--- src/rtl/dm_pkg.sv ---
// Shared constants for the data-memory arbiter: FSM encoding and memory geometry.
package dm_pkg;

  localparam int unsigned DM_WORD_BYTES = 4;
  localparam int unsigned DM_MEM_BYTES  = 128;

  localparam logic [1:0] StIdle    = 2'd0;
  localparam logic [1:0] StAccess  = 2'd1;
  localparam logic [1:0] StCapture = 2'd2;
  localparam logic [1:0] StDone    = 2'd3;

  function automatic logic dm_word_aligned(input logic [1:0] lsb);
    return lsb == 2'b00;
  endfunction

endpackage

--- src/rtl/dm_arb_pick.sv ---
// Combinational winner selection between the two request ports.
// DM_ARB_RR_EN selects round-robin on contention; otherwise port 0 has fixed priority.
module dm_arb_pick (
  input  logic req0_i,
  input  logic req1_i,
  input  logic ptr_i,
  output logic gnt_idx_o,
  output logic gnt_valid_o
);

  assign gnt_valid_o = req0_i | req1_i;

`ifdef DM_ARB_RR_EN
  // On contention the port that was not granted last wins.
  assign gnt_idx_o = (req0_i & req1_i) ? ~ptr_i : req1_i;
`else
  logic unused_ptr;
  assign unused_ptr = ptr_i;
  assign gnt_idx_o  = req1_i & ~req0_i;
`endif

endmodule

--- src/rtl/dm_arbiter.sv ---
// Two-port word access controller for the big-endian data memory.
// Define DM_ARB_RR_EN for round-robin arbitration; default is fixed priority to port 0.
module dm_arbiter
  import dm_pkg::*;
#(
  parameter int unsigned MEM_BYTES = DM_MEM_BYTES,
  parameter int unsigned AW        = 32
) (
  input  logic          clk,
  input  logic          rst_n,
  input  logic          req0,
  input  logic          req1,
  input  logic          we0,
  input  logic          we1,
  input  logic [AW-1:0] addr0,
  input  logic [AW-1:0] addr1,
  input  logic [31:0]   wdata0,
  input  logic [31:0]   wdata1,
  output logic          ack0,
  output logic          ack1,
  output logic          err0,
  output logic          err1,
  output logic [31:0]   rdata,
  output logic [AW-1:0] mem_addr,
  output logic [31:0]   mem_wdata,
  output logic          mem_read,
  output logic          mem_write,
  input  logic [31:0]   mem_rdata
);

  localparam logic [AW-1:0] LastWord = AW'(MEM_BYTES - DM_WORD_BYTES);

  logic [1:0]    state_q, state_d;
  logic          gnt_q, gnt_d;
  logic          we_q, we_d;
  logic          ack0_q, ack0_d, ack1_q, ack1_d;
  logic          err0_q, err0_d, err1_q, err1_d;
  logic [31:0]   rdata_q, rdata_d;
  logic [AW-1:0] mem_addr_q, mem_addr_d;
  logic [31:0]   mem_wdata_q, mem_wdata_d;
  logic          mem_read_q, mem_read_d;
  logic          mem_write_q, mem_write_d;

  logic          last_gnt;
  logic          pick_idx, pick_valid;
  logic [AW-1:0] sel_addr;
  logic [31:0]   sel_wdata;
  logic          sel_we, sel_ok;

`ifdef DM_ARB_RR_EN
  logic last_q, last_d;
  assign last_gnt = last_q;
`else
  assign last_gnt = 1'b1;
`endif

  dm_arb_pick u_pick (
    .req0_i      (req0),
    .req1_i      (req1),
    .ptr_i       (last_gnt),
    .gnt_idx_o   (pick_idx),
    .gnt_valid_o (pick_valid)
  );

  assign sel_addr  = pick_idx ? addr1  : addr0;
  assign sel_wdata = pick_idx ? wdata1 : wdata0;
  assign sel_we    = pick_idx ? we1    : we0;
  assign sel_ok    = dm_word_aligned(sel_addr[1:0]) && (sel_addr <= LastWord);

  always_comb begin
    state_d     = state_q;
    gnt_d       = gnt_q;
    we_d        = we_q;
    ack0_d      = 1'b0;
    ack1_d      = 1'b0;
    err0_d      = 1'b0;
    err1_d      = 1'b0;
    rdata_d     = rdata_q;
    mem_addr_d  = mem_addr_q;
    mem_wdata_d = mem_wdata_q;
    // Strobes default low so they can never stay high past the ACCESS cycle.
    mem_read_d  = 1'b0;
    mem_write_d = 1'b0;
`ifdef DM_ARB_RR_EN
    last_d      = last_q;
`endif
    unique case (state_q)
      StIdle: begin
        if (pick_valid) begin
          gnt_d = pick_idx;
`ifdef DM_ARB_RR_EN
          last_d = pick_idx;
`endif
          if (sel_ok) begin
            we_d        = sel_we;
            mem_addr_d  = sel_addr;
            mem_wdata_d = sel_wdata;
            mem_write_d = sel_we;
            mem_read_d  = ~sel_we;
            state_d     = StAccess;
          end else begin
            ack0_d  = ~pick_idx;
            ack1_d  = pick_idx;
            err0_d  = ~pick_idx;
            err1_d  = pick_idx;
            state_d = StDone;
          end
        end
      end
      StAccess: state_d = StCapture;
      StCapture: begin
        if (!we_q) begin
          rdata_d = mem_rdata;
        end
        ack0_d  = ~gnt_q;
        ack1_d  = gnt_q;
        state_d = StDone;
      end
      StDone:  state_d = StIdle;
      default: state_d = StIdle;
    endcase
  end

  always_ff @(posedge clk or negedge rst_n) begin
    if (!rst_n) begin
      state_q     <= StIdle;
      gnt_q       <= 1'b0;
      we_q        <= 1'b0;
      ack0_q      <= 1'b0;
      ack1_q      <= 1'b0;
      err0_q      <= 1'b0;
      err1_q      <= 1'b0;
      rdata_q     <= '0;
      mem_addr_q  <= '0;
      mem_wdata_q <= '0;
      mem_read_q  <= 1'b0;
      mem_write_q <= 1'b0;
    end else begin
      state_q     <= state_d;
      gnt_q       <= gnt_d;
      we_q        <= we_d;
      ack0_q      <= ack0_d;
      ack1_q      <= ack1_d;
      err0_q      <= err0_d;
      err1_q      <= err1_d;
      rdata_q     <= rdata_d;
      mem_addr_q  <= mem_addr_d;
      mem_wdata_q <= mem_wdata_d;
      mem_read_q  <= mem_read_d;
      mem_write_q <= mem_write_d;
    end
  end

`ifdef DM_ARB_RR_EN
  // Reset to port 1 so that port 0 wins the first contention.
  always_ff @(posedge clk or negedge rst_n) begin
    if (!rst_n) begin
      last_q <= 1'b1;
    end else begin
      last_q <= last_d;
    end
  end
`endif

  assign ack0      = ack0_q;
  assign ack1      = ack1_q;
  assign err0      = err0_q;
  assign err1      = err1_q;
  assign rdata     = rdata_q;
  assign mem_addr  = mem_addr_q;
  assign mem_wdata = mem_wdata_q;
  assign mem_read  = mem_read_q;
  assign mem_write = mem_write_q;

endmodule

--- config.mk ---
export PLATFORM = sky130hd
export DESIGN_NAME = dm_arbiter
export DESIGN_NICKNAME = d
export VERILOG_FILES = /design/src/rtl/dm_pkg.sv /design/src/rtl/dm_arb_pick.sv /design/src/rtl/dm_arbiter.sv
export SDC_FILE = /design/constraint.sdc
export NUM_CORES = 1
export LEC_CHECK = 0
export ABC_CLOCK_PERIOD_IN_PS = 3600
export BUFFER_PORTS_ARGS = -buffer_cell sky130_fd_sc_hd__buf_2
export CAP_MARGIN = 20
export CORE_MARGIN = 5
export CORE_UTILIZATION = 47
export DETAILED_ROUTE_END_ITERATION = 8
export GPL_TIMING_DRIVEN = 0
export PLACE_DENSITY = 0.88
export SETUP_SLACK_MARGIN = 0.15
export SYNTH_ARGS = -nofsm -noshare
export SYNTH_HDL_FRONTEND = slang
export SYNTH_HIERARCHICAL = 1
export SYNTH_SLANG_ARGS = --single-unit
--- constraint.sdc ---
create_clock -name clk -period 3.6 [get_ports clk]
set_clock_uncertainty 0.05 [all_clocks]
set_input_delay 0.18 -clock clk [delete_from_list [all_inputs] [get_ports clk]]
set_output_delay 0.18 -clock clk [all_outputs]
set_load 0.01 [all_outputs]
==> results of run 1 <==
## sequential cells by signal, indices dropped and copies added (netlist names)
signal / cells
mem_addr: 32
mem_wdata: 32
rdata: 32
state_q: 2
ack0: 1
ack1: 1
err0: 1
err1: 1
gnt_q: 1
mem_read: 1
mem_write: 1
we_q: 1
## final cells by class
class                      count  area, um^2
fill                         690        2830
sequential                   106        2650
multi-input combinational    182        1780
timing repair buffer         293        1620
tap                          129         161
clock buffer                   9         124
buffer                        16        92.6
clock inverter                 7        60.1
inverter                       3        11.3
antenna                        1        2.50
## layer usage
layer,wire length (um),vias up
met3,1020,28
met5,0,-
li1,-,1690
met2,6670,153
met1,5230,1763
met4,299,0
## power by group
part,internal (W),switching (W)
clock network,0.000265,0.000422
logic,0.000524,0.000458
registers,0.00141,0.000102
## timing repair
item | in CTS | in global routing
endpoints found under the hold margin | 72 | 2
setup endpoints to repair | 0 | 0
resized for setup | 0 | 0
hold buffers | 23 | 2
## final timing paths
check | startpoint | end | slack (ns) | cells past startpoint
worst max-delay path | req1 | mem_wdata[1]$_DFFE_PN0P_ | 1.29 | 10
worst min-delay path | mem_rdata[24] | rdata[24]$_DFFE_PN0P_ | 0.02 | 2
worst max register to register | state_q[0]$_DFFE_PN0P_ | rdata[8]$_DFFE_PN0P_ | 1.46 | 6
worst min register to register | mem_addr[9]$_DFFE_PN0P_ | mem_addr[9]$_DFFE_PN0P_ | 0.44 | 1
max in group asynchronous | rst_n | mem_addr[29]$_DFFE_PN0P_ | 2.46 | 3
min in group asynchronous | rst_n | mem_wdata[3]$_DFFE_PN0P_ | 0.34 | 2
## critical path: cells and delay by family
family	cells	cell delay [ns]
compound gates	2	0.53
buf+inv	4	0.64
mux	1	0.30
simple gates	3	0.82
## cells in the final DEF, fill, tap and decap left out, types with 2 or more instances in the layout
| cell | count |
|---|---|
| nor2_1 | 7 |
| clkbuf_8 | 9 |
| ha_1 | 2 |
| nor2b_1 | 2 |
| o21ai_0 | 3 |
| and2_1 | 27 |
| mux2_4 | 23 |
| nand3_1 | 3 |
| nor4_1 | 8 |
| nor3_1 | 3 |
| nand2_1 | 4 |
| buf_2 | 268 |
| dfrtp_1 | 106 |
| buf_1 | 5 |
| buf_6 | 4 |
| a21o_1 | 2 |
| clkinv_4 | 3 |
| inv_1 | 3 |
| mux2_2 | 85 |
| nand4_1 | 2 |
| dlygate4sd3_1 | 25 |
| nor4b_1 | 2 |
| clkbuf_1 | 5 |
| inv_6 | 2 |
## through the flow
stage / cells / utilization (%) / cell area, um^2 / power (W) / hold WS [ns]
finish: 746 / 69.7 / 6500 / 0.00318 / 0.0237
CTS: 743 / 69.4 / 6480 / 0.00319 / 0.000503
global route: 745 / 69.6 / 6500 / 0.00337 / 0.00282
floorplan: 307 / - / 4530 / 0.00208 / -0.166
global placement: 703 / 64.7 / 6030 / 0.00243 / 0.363
detailed placement: 704 / 65.0 / 6060 / 0.00249 / 0.202
==> tab_implementation.tex, run 1 <==
\begin{tabular}{lr}
\hline
Metric & Value \\
\hline
\multicolumn{2}{l}{\textbf{Critical path}} \\
\quad Data arrival time of the critical path & about 2.5 ns \\
\quad Slowest stage delay, CP & $\sim$0.54 ns \\
\quad CP Class & input pin to flip-flop \\
\quad Critical path startpoint category & input pin \\
\quad Worst path slowest cell & or4\_1 \\
\quad Largest fanout on the critical path & 10 \\
\quad Cell-by-cell listing of the critical path & buf\_2 > nor2b\_1 > buf\_2 > or4\_1 > o22a\_1 > a221oi\_4 > nand3\_2 > buf\_6 > buf\_6 > mux2\_4 \\
\quad Required arrival time at the worst endpoint & between 3 and 4 ns \\
\quad Category of the worst setup path capture point & flip-flop \\
\multicolumn{2}{l}{\textbf{Floorplanning}} \\
\quad Floorplan core area & slightly above 9000 um\^{}2 \\
\quad Floorplan row count & 35 \\
\quad Initial Util & 48.6\% \\
\quad Die outline width & 108 um \\
\quad Die area & 11700 um\^{}2 \\
\quad Y dimension of the die & $\sim$110 um \\
\quad Io pins & 268 \\
\multicolumn{2}{l}{\textbf{Global route}} \\
\quad Routing usage on met2 & 38.5\% \\
\quad Met3 routing resource usage after global routing & 5.97\% \\
\quad Sum of overflow across all layers after global routing & 0 \\
\quad Met1 usage in global routing & 26.9\% \\
\quad Pin count of the biggest net entering global routing & between 50 and 60 \\
\quad Vias in the first global route & 4006 \\
\quad Layer with the highest usage after global routing & met2 \\
\quad Initial antenna violation count & 0 \\
\quad GRT Total Usage & 22.3\% \\
\quad First-pass GRT wire length & 20200 um \\
\multicolumn{2}{l}{\textbf{Finish}} \\
\quad Layout net count & around 780 \\
\quad Area growth, synth to finish & 43.3\% \\
\quad Fraction of final layout cells with drive strength greater than 1 & approximately 65\% \\
\multicolumn{2}{l}{\textbf{Place}} \\
\quad Pre-CTS setup slack & 0.951 ns \\
\quad DP Wirelength & 10200 um \\
\quad Quantity of I/O buffers inserted on ports & around 270 \\
\quad Final GP Congestion & slightly above 0.9 \\
\multicolumn{2}{l}{\textbf{Min path}} \\
\quad Min-delay worst type & input pin to flip-flop \\
\multicolumn{2}{l}{\textbf{STA}} \\
\quad Highest clock frequency the design can meet & about 430 MHz \\
\quad Setup-violating endpoint count in the final report & 0 \\
\quad Final count of hold timing violations & 0 \\
\quad RSZ-0062 raised after global routing & no \\
\quad Period Utilization, post-route & between 60\% and 70\% \\
\quad Number of pins exceeding their max-slew limit in the final report & 0 \\
\quad Normalized max-slew margin & 54.1\% \\
\quad Worst-Margin Slew & between 0.6 and 0.7 ns \\
\quad Fin crit period & between 2 and 2.5 ns \\
\quad Setup tns final & 0 ns \\
\quad Smallest setup slack after layout & approximately 1.3 ns \\
\multicolumn{2}{l}{\textbf{Routing}} \\
\quad Residual DRC & 0 \\
\quad Post-detailed-routing wire length & roughly 13000 um \\
\quad Starting DRC count in detailed routing & roughly 100 \\
\quad First-pass detailed-route iteration total & 4 \\
\quad Routed length per placed instance & around 18 um \\
\quad Vias after detailed routing & between 3000 and 4000 \\
\quad Remaining antenna violation count & 0 \\
\quad Vias per Instance & $\sim$4.9 \\
\multicolumn{2}{l}{\textbf{Run status}} \\
\quad Run status & finished clean \\
\multicolumn{2}{l}{\textbf{Run}} \\
\quad Number of maximum-capacitance violations & 0 \\
\multicolumn{2}{l}{\textbf{Clock network}} \\
\quad TritonCTS clock tree & done \\
\quad Buffers inserted by post-CTS timing repair & 0 \\
\quad Clock sinks & about 110 \\
\quad Clock buffers created by TritonCTS & 9 \\
\quad Skew-Pair Late Insertion Delay & 0.35 ns \\
\quad Deepest level of the CTS H-tree & 3 \\
\quad Clock slew at reported path FFs & about 0.090 ns \\
\quad Cell at the root of the clock tree & clkbuf\_8 \\
\quad CTS max path bufs & 2 \\
\multicolumn{2}{l}{\textbf{Synth}} \\
\quad Mean area per synthesized cell & approximately 15 um\^{}2 \\
\quad Summed instance area of the synthesized netlist & 4530 um\^{}2 \\
\quad Number of cells produced by synthesis & 307 \\
\quad Mapped Nets & roughly 480 \\
\quad Total of warnings raised by yosys & 6 \\
\multicolumn{2}{l}{\textbf{Pwr}} \\
\quad Power density of the placed cells & 489 nW/um\^{}2 \\
\quad Static Leak & roughly 3.6 nW \\
\quad VDD IR max & between 0.2 and 0.25 mV \\
\hline
\end{tabular}
No activity file was read; power rests on OpenSTA's default activity.
==> run 2, diff against run 1 <==
--- a/config.mk
+++ b/config.mk
@@ -5,14 +5,14 @@
 export SDC_FILE = /design/constraint.sdc
 export NUM_CORES = 1
 export LEC_CHECK = 0
-export ABC_CLOCK_PERIOD_IN_PS = 3600
+export ABC_CLOCK_PERIOD_IN_PS = 2400
 export BUFFER_PORTS_ARGS = -buffer_cell sky130_fd_sc_hd__buf_2
 export CAP_MARGIN = 20
 export CORE_MARGIN = 5
-export CORE_UTILIZATION = 47
+export CORE_UTILIZATION = 44
 export DETAILED_ROUTE_END_ITERATION = 8
 export GPL_TIMING_DRIVEN = 0
-export PLACE_DENSITY = 0.88
+export PLACE_DENSITY = 0.83
 export SETUP_SLACK_MARGIN = 0.15
 export SYNTH_ARGS = -nofsm -noshare
 export SYNTH_HDL_FRONTEND = slang
==> constraint.sdc (replaced) <==
create_clock -name clk -period 2.4 [get_ports clk]
set_clock_uncertainty 0.05 [all_clocks]
set_input_delay 0.12 -clock clk [delete_from_list [all_inputs] [get_ports clk]]
set_output_delay 0.12 -clock clk [all_outputs]
set_load 0.01 [all_outputs]
==> tab_implementation.tex, run 2 (synthesis gave the netlist of run 1 again) <==
\begin{tabular}{lr}
\hline
Metric & Value \\
\hline
\multicolumn{2}{l}{\textbf{Run status}} \\
\quad Run status & finished clean (unchanged) \\
\multicolumn{2}{l}{\textbf{STA}} \\
\quad Fin crit period & between 2 and 2.5 ns \\
\quad Final count of hold timing violations & 0 (unchanged) \\
\quad RSZ-0062 raised after global routing & no (unchanged) \\
\quad Setup-violating endpoint count in the final report & 0 (unchanged) \\
\quad Number of pins exceeding their max-slew limit in the final report & 0 (unchanged) \\
\quad Highest clock frequency the design can meet & roughly 470 MHz \\
\quad Period Utilization, post-route & about nine tenths \\
\quad Worst-Margin Slew & 0.758 ns (was 0.689 ns) \\
\quad Smallest hold slack & 0.0233 ns (was 0.0237 ns) \\
\quad Normalized max-slew margin & 49.4\% (was 54.1\%) \\
\multicolumn{2}{l}{\textbf{Pwr}} \\
\quad Static Leak & 3.65 nW (was 3.61 nW) \\
\quad Power density of the placed cells & 730 nW/um\^{}2 (was 489 nW/um\^{}2) \\
\quad VDD IR max & 0.443 mV (was 0.238 mV) \\
\multicolumn{2}{l}{\textbf{Clock network}} \\
\quad Clock sinks & 106 (unchanged) \\
\quad Clock slew at reported path FFs & 0.10 ns (was 0.09 ns) \\
\quad Clock buffers created by TritonCTS & 9 (unchanged) \\
\quad Deepest level of the CTS H-tree & 3 (unchanged) \\
\quad Skew-Pair Late Insertion Delay & 0.35 ns (about the same) \\
\quad Cell at the root of the clock tree & clkbuf\_8 (unchanged) \\
\quad CTS max path bufs & 2 (unchanged) \\
\quad TritonCTS clock tree & done (unchanged) \\
\multicolumn{2}{l}{\textbf{Place}} \\
\quad Quantity of I/O buffers inserted on ports & 267 (unchanged) \\
\quad Final GP Congestion & 0.920 (was 0.907) \\
\quad Placed Instance Area & 6070 um\^{}2 (was 6060 um\^{}2) \\
\quad DP Wirelength & 9690 um (was 10200 um) \\
\multicolumn{2}{l}{\textbf{Routing}} \\
\quad Residual DRC & 0 (unchanged) \\
\quad Vias after detailed routing & 3610 (was 3634) \\
\quad First-pass detailed-route iteration total & 4 (unchanged) \\
\quad Post-detailed-routing wire length & 12900 um (was 13200 um) \\
\quad Remaining antenna violation count & 0 (unchanged) \\
\quad Starting DRC count in detailed routing & 129 (was 99) \\
\quad Routed length per placed instance & 17.0 um (was 17.7 um) \\
\quad Vias per Instance & 4.74 (was 4.87) \\
\multicolumn{2}{l}{\textbf{Critical path}} \\
\quad Required arrival time at the worst endpoint & 2.59 ns (was 3.78 ns) \\
\quad Worst Reg2Reg Path Length in Cells & 6 (unchanged) \\
\quad CP Class & input pin to flip-flop (unchanged) \\
\quad Slowest stage delay, CP & 0.53 ns (was 0.54 ns) \\
\quad Minimum setup slack among reg-to-reg paths & 0.40 ns (was 1.46 ns) \\
\quad Largest fanout on the critical path & 10 (unchanged) \\
\quad Worst path slowest cell & or4\_1 (unchanged) \\
\quad Critical path startpoint category & input pin (unchanged) \\
\quad Cell-by-cell listing of the critical path & buf\_2 > nor2b\_1 > buf\_2 > or4\_1 > o22a\_1 > a221oi\_4 > nand3\_2 > buf\_6 > buf\_6 > mux2\_4 (unchanged) \\
\quad Data arrival time of the critical path & 2.32 ns (was 2.49 ns) \\
\quad Category of the worst setup path capture point & flip-flop (unchanged) \\
\quad Startpoint of the worst register-to-register path & state\_q[0]\$\_DFFE\_PN0P\_ (unchanged) \\
\quad End of the worst register-to-register path & rdata[7]\$\_DFFE\_PN0P\_ (was rdata[8]\$\_DFFE\_PN0P\_) \\
\multicolumn{2}{l}{\textbf{Finish}} \\
\quad Count of fill cells added during filler insertion & 773 (was 690) \\
\quad Ant. Diodes & 0 (was 1) \\
\quad Fraction of final layout cells with drive strength greater than 1 & 64.5\% (was 64.9\%) \\
\quad Layout net count & 788 (was 779) \\
\quad Top library cells by usage in the layout, fill and taps aside & buf\_2, dfrtp\_1, mux2\_2 (unchanged) \\
\quad Final design area excluding fillers & 6600 um\^{}2 (was 6500 um\^{}2) \\
\quad Most frequent standard cell in the layout excluding fill and tap cells & buf\_2 (unchanged) \\
\quad Area growth, synth to finish & 45.6\% (was 43.3\%) \\
\multicolumn{2}{l}{\textbf{Floorplanning}} \\
\quad Io pins & 268 (unchanged) \\
\quad Die area & 12400 um\^{}2 (was 11700 um\^{}2) \\
\quad Floorplan core area & 10200 um\^{}2 (was 9330 um\^{}2) \\
\quad Die outline width & 112 um (was 108 um) \\
\quad Floorplan row count & 37 (was 35) \\
\quad Y dimension of the die & 112 um (was 108 um) \\
\quad Initial Util & 44.5\% (was 48.6\%) \\
\multicolumn{2}{l}{\textbf{Global route}} \\
\quad First-pass GRT wire length & 20900 um (was 20200 um) \\
\quad Vias in the first global route & 4071 (was 4006) \\
\quad GRT Total Usage & 20.8\% (was 22.3\%) \\
\quad Sum of overflow across all layers after global routing & 0 (unchanged) \\
\quad Pin count of the biggest net entering global routing & 59 (was 57) \\
\quad Initial antenna violation count & 0 (unchanged) \\
\multicolumn{2}{l}{\textbf{Min path}} \\
\quad Min-delay worst type & input pin to flip-flop (unchanged) \\
\quad Terminating pin of the worst hold path & mem\_read\$\_DFF\_PN0\_ (was rdata[24]\$\_DFFE\_PN0P\_) \\
\quad Startpoint of the worst hold path & we1 (was mem\_rdata[24]) \\
\quad Worst Hold Depth & 3 (was 2) \\
\multicolumn{2}{l}{\textbf{Run}} \\
\quad Number of maximum-capacitance violations & 0 (unchanged) \\
\hline
\end{tabular}
run 2: worst max path at each step:
stage / from / endpoint / slack, ns / cells after the start
after floorplan: req1 / mem_addr[5]$_DFFE_PN0P_ / 0.19 / 9
after global placement: req1 / mem_wdata[1]$_DFFE_PN0P_ / -0.11 / 10
after detailed placement: req1 / mem_wdata[3]$_DFFE_PN0P_ / -0.17 / 10
after CTS: state_q[0]$_DFFE_PN0P_ / rdata[7]$_DFFE_PN0P_ / 0.18 / 6
after global routing: req1 / mem_wdata[1]$_DFFE_PN0P_ / 0.18 / 10
final: req1 / mem_wdata[1]$_DFFE_PN0P_ / 0.28 / 10
run 2: power breakdown:
group | internal [W] | switching, W | total (W)
sequential | 0.00211 | 0.000162 | 0.00227
combinational | 0.000800 | 0.000708 | 0.00151
clock | 0.000404 | 0.000633 | 0.00104
total | 0.00332 | 0.00150 | 0.00482
run 2: area by class of cell:
class | count | area, um^2 | area share (%)
clock buffers | 10 | 128 | 1.93
flip-flops and latches | 106 | 2650 | 40.2
repair buffers | 302 | 1700 | 25.8
clock inverters | 6 | 62.6 | 0.948
well taps | 136 | 170 | 2.58
multi-input cells | 182 | 1780 | 26.9
inverters | 3 | 11.3 | 0.171
plain buffers | 16 | 96.3 | 1.46
run 2: stage by stage:
step                      power, W  utilization (%)  std cells  setup TNS [ns]  setup WS (ns)
after floorplan            0.00311                -        307               0          0.192
after global placement     0.00367             59.3        710           -2.19         -0.107
after detailed placement   0.00376             59.6        711           -5.33         -0.171
after CTS                  0.00485             64.7        760               0          0.180
after global routing       0.00511             64.8        761               0          0.176
final                      0.00482             64.8        761               0          0.279
run 2: critical path, delay by kind of cell:
family          cells  cell delay (ns)
simple gates        3             0.76
compound gates      2             0.50
buf+inv             4             0.62
mux                 1             0.30
run 2: per-layer routing:
metal	vias up	track usage, %	wire, um
li1	1702	-	-
met1	1714	24.8	5030
met2	162	35.9	6560
met3	32	6.03	981
met4	0	7.87	364
met5	-	0	0
run 2: repair_timing:
| item | CTS | global route |
|---|---|---|
| setup endpoints to repair | 0 | 51 |
| hold buffers | 33 | 0 |
| buffers inserted | 0 | 1 |
| resized for setup | 0 | 3 |
| hold endpoints to repair | 89 | 0 |
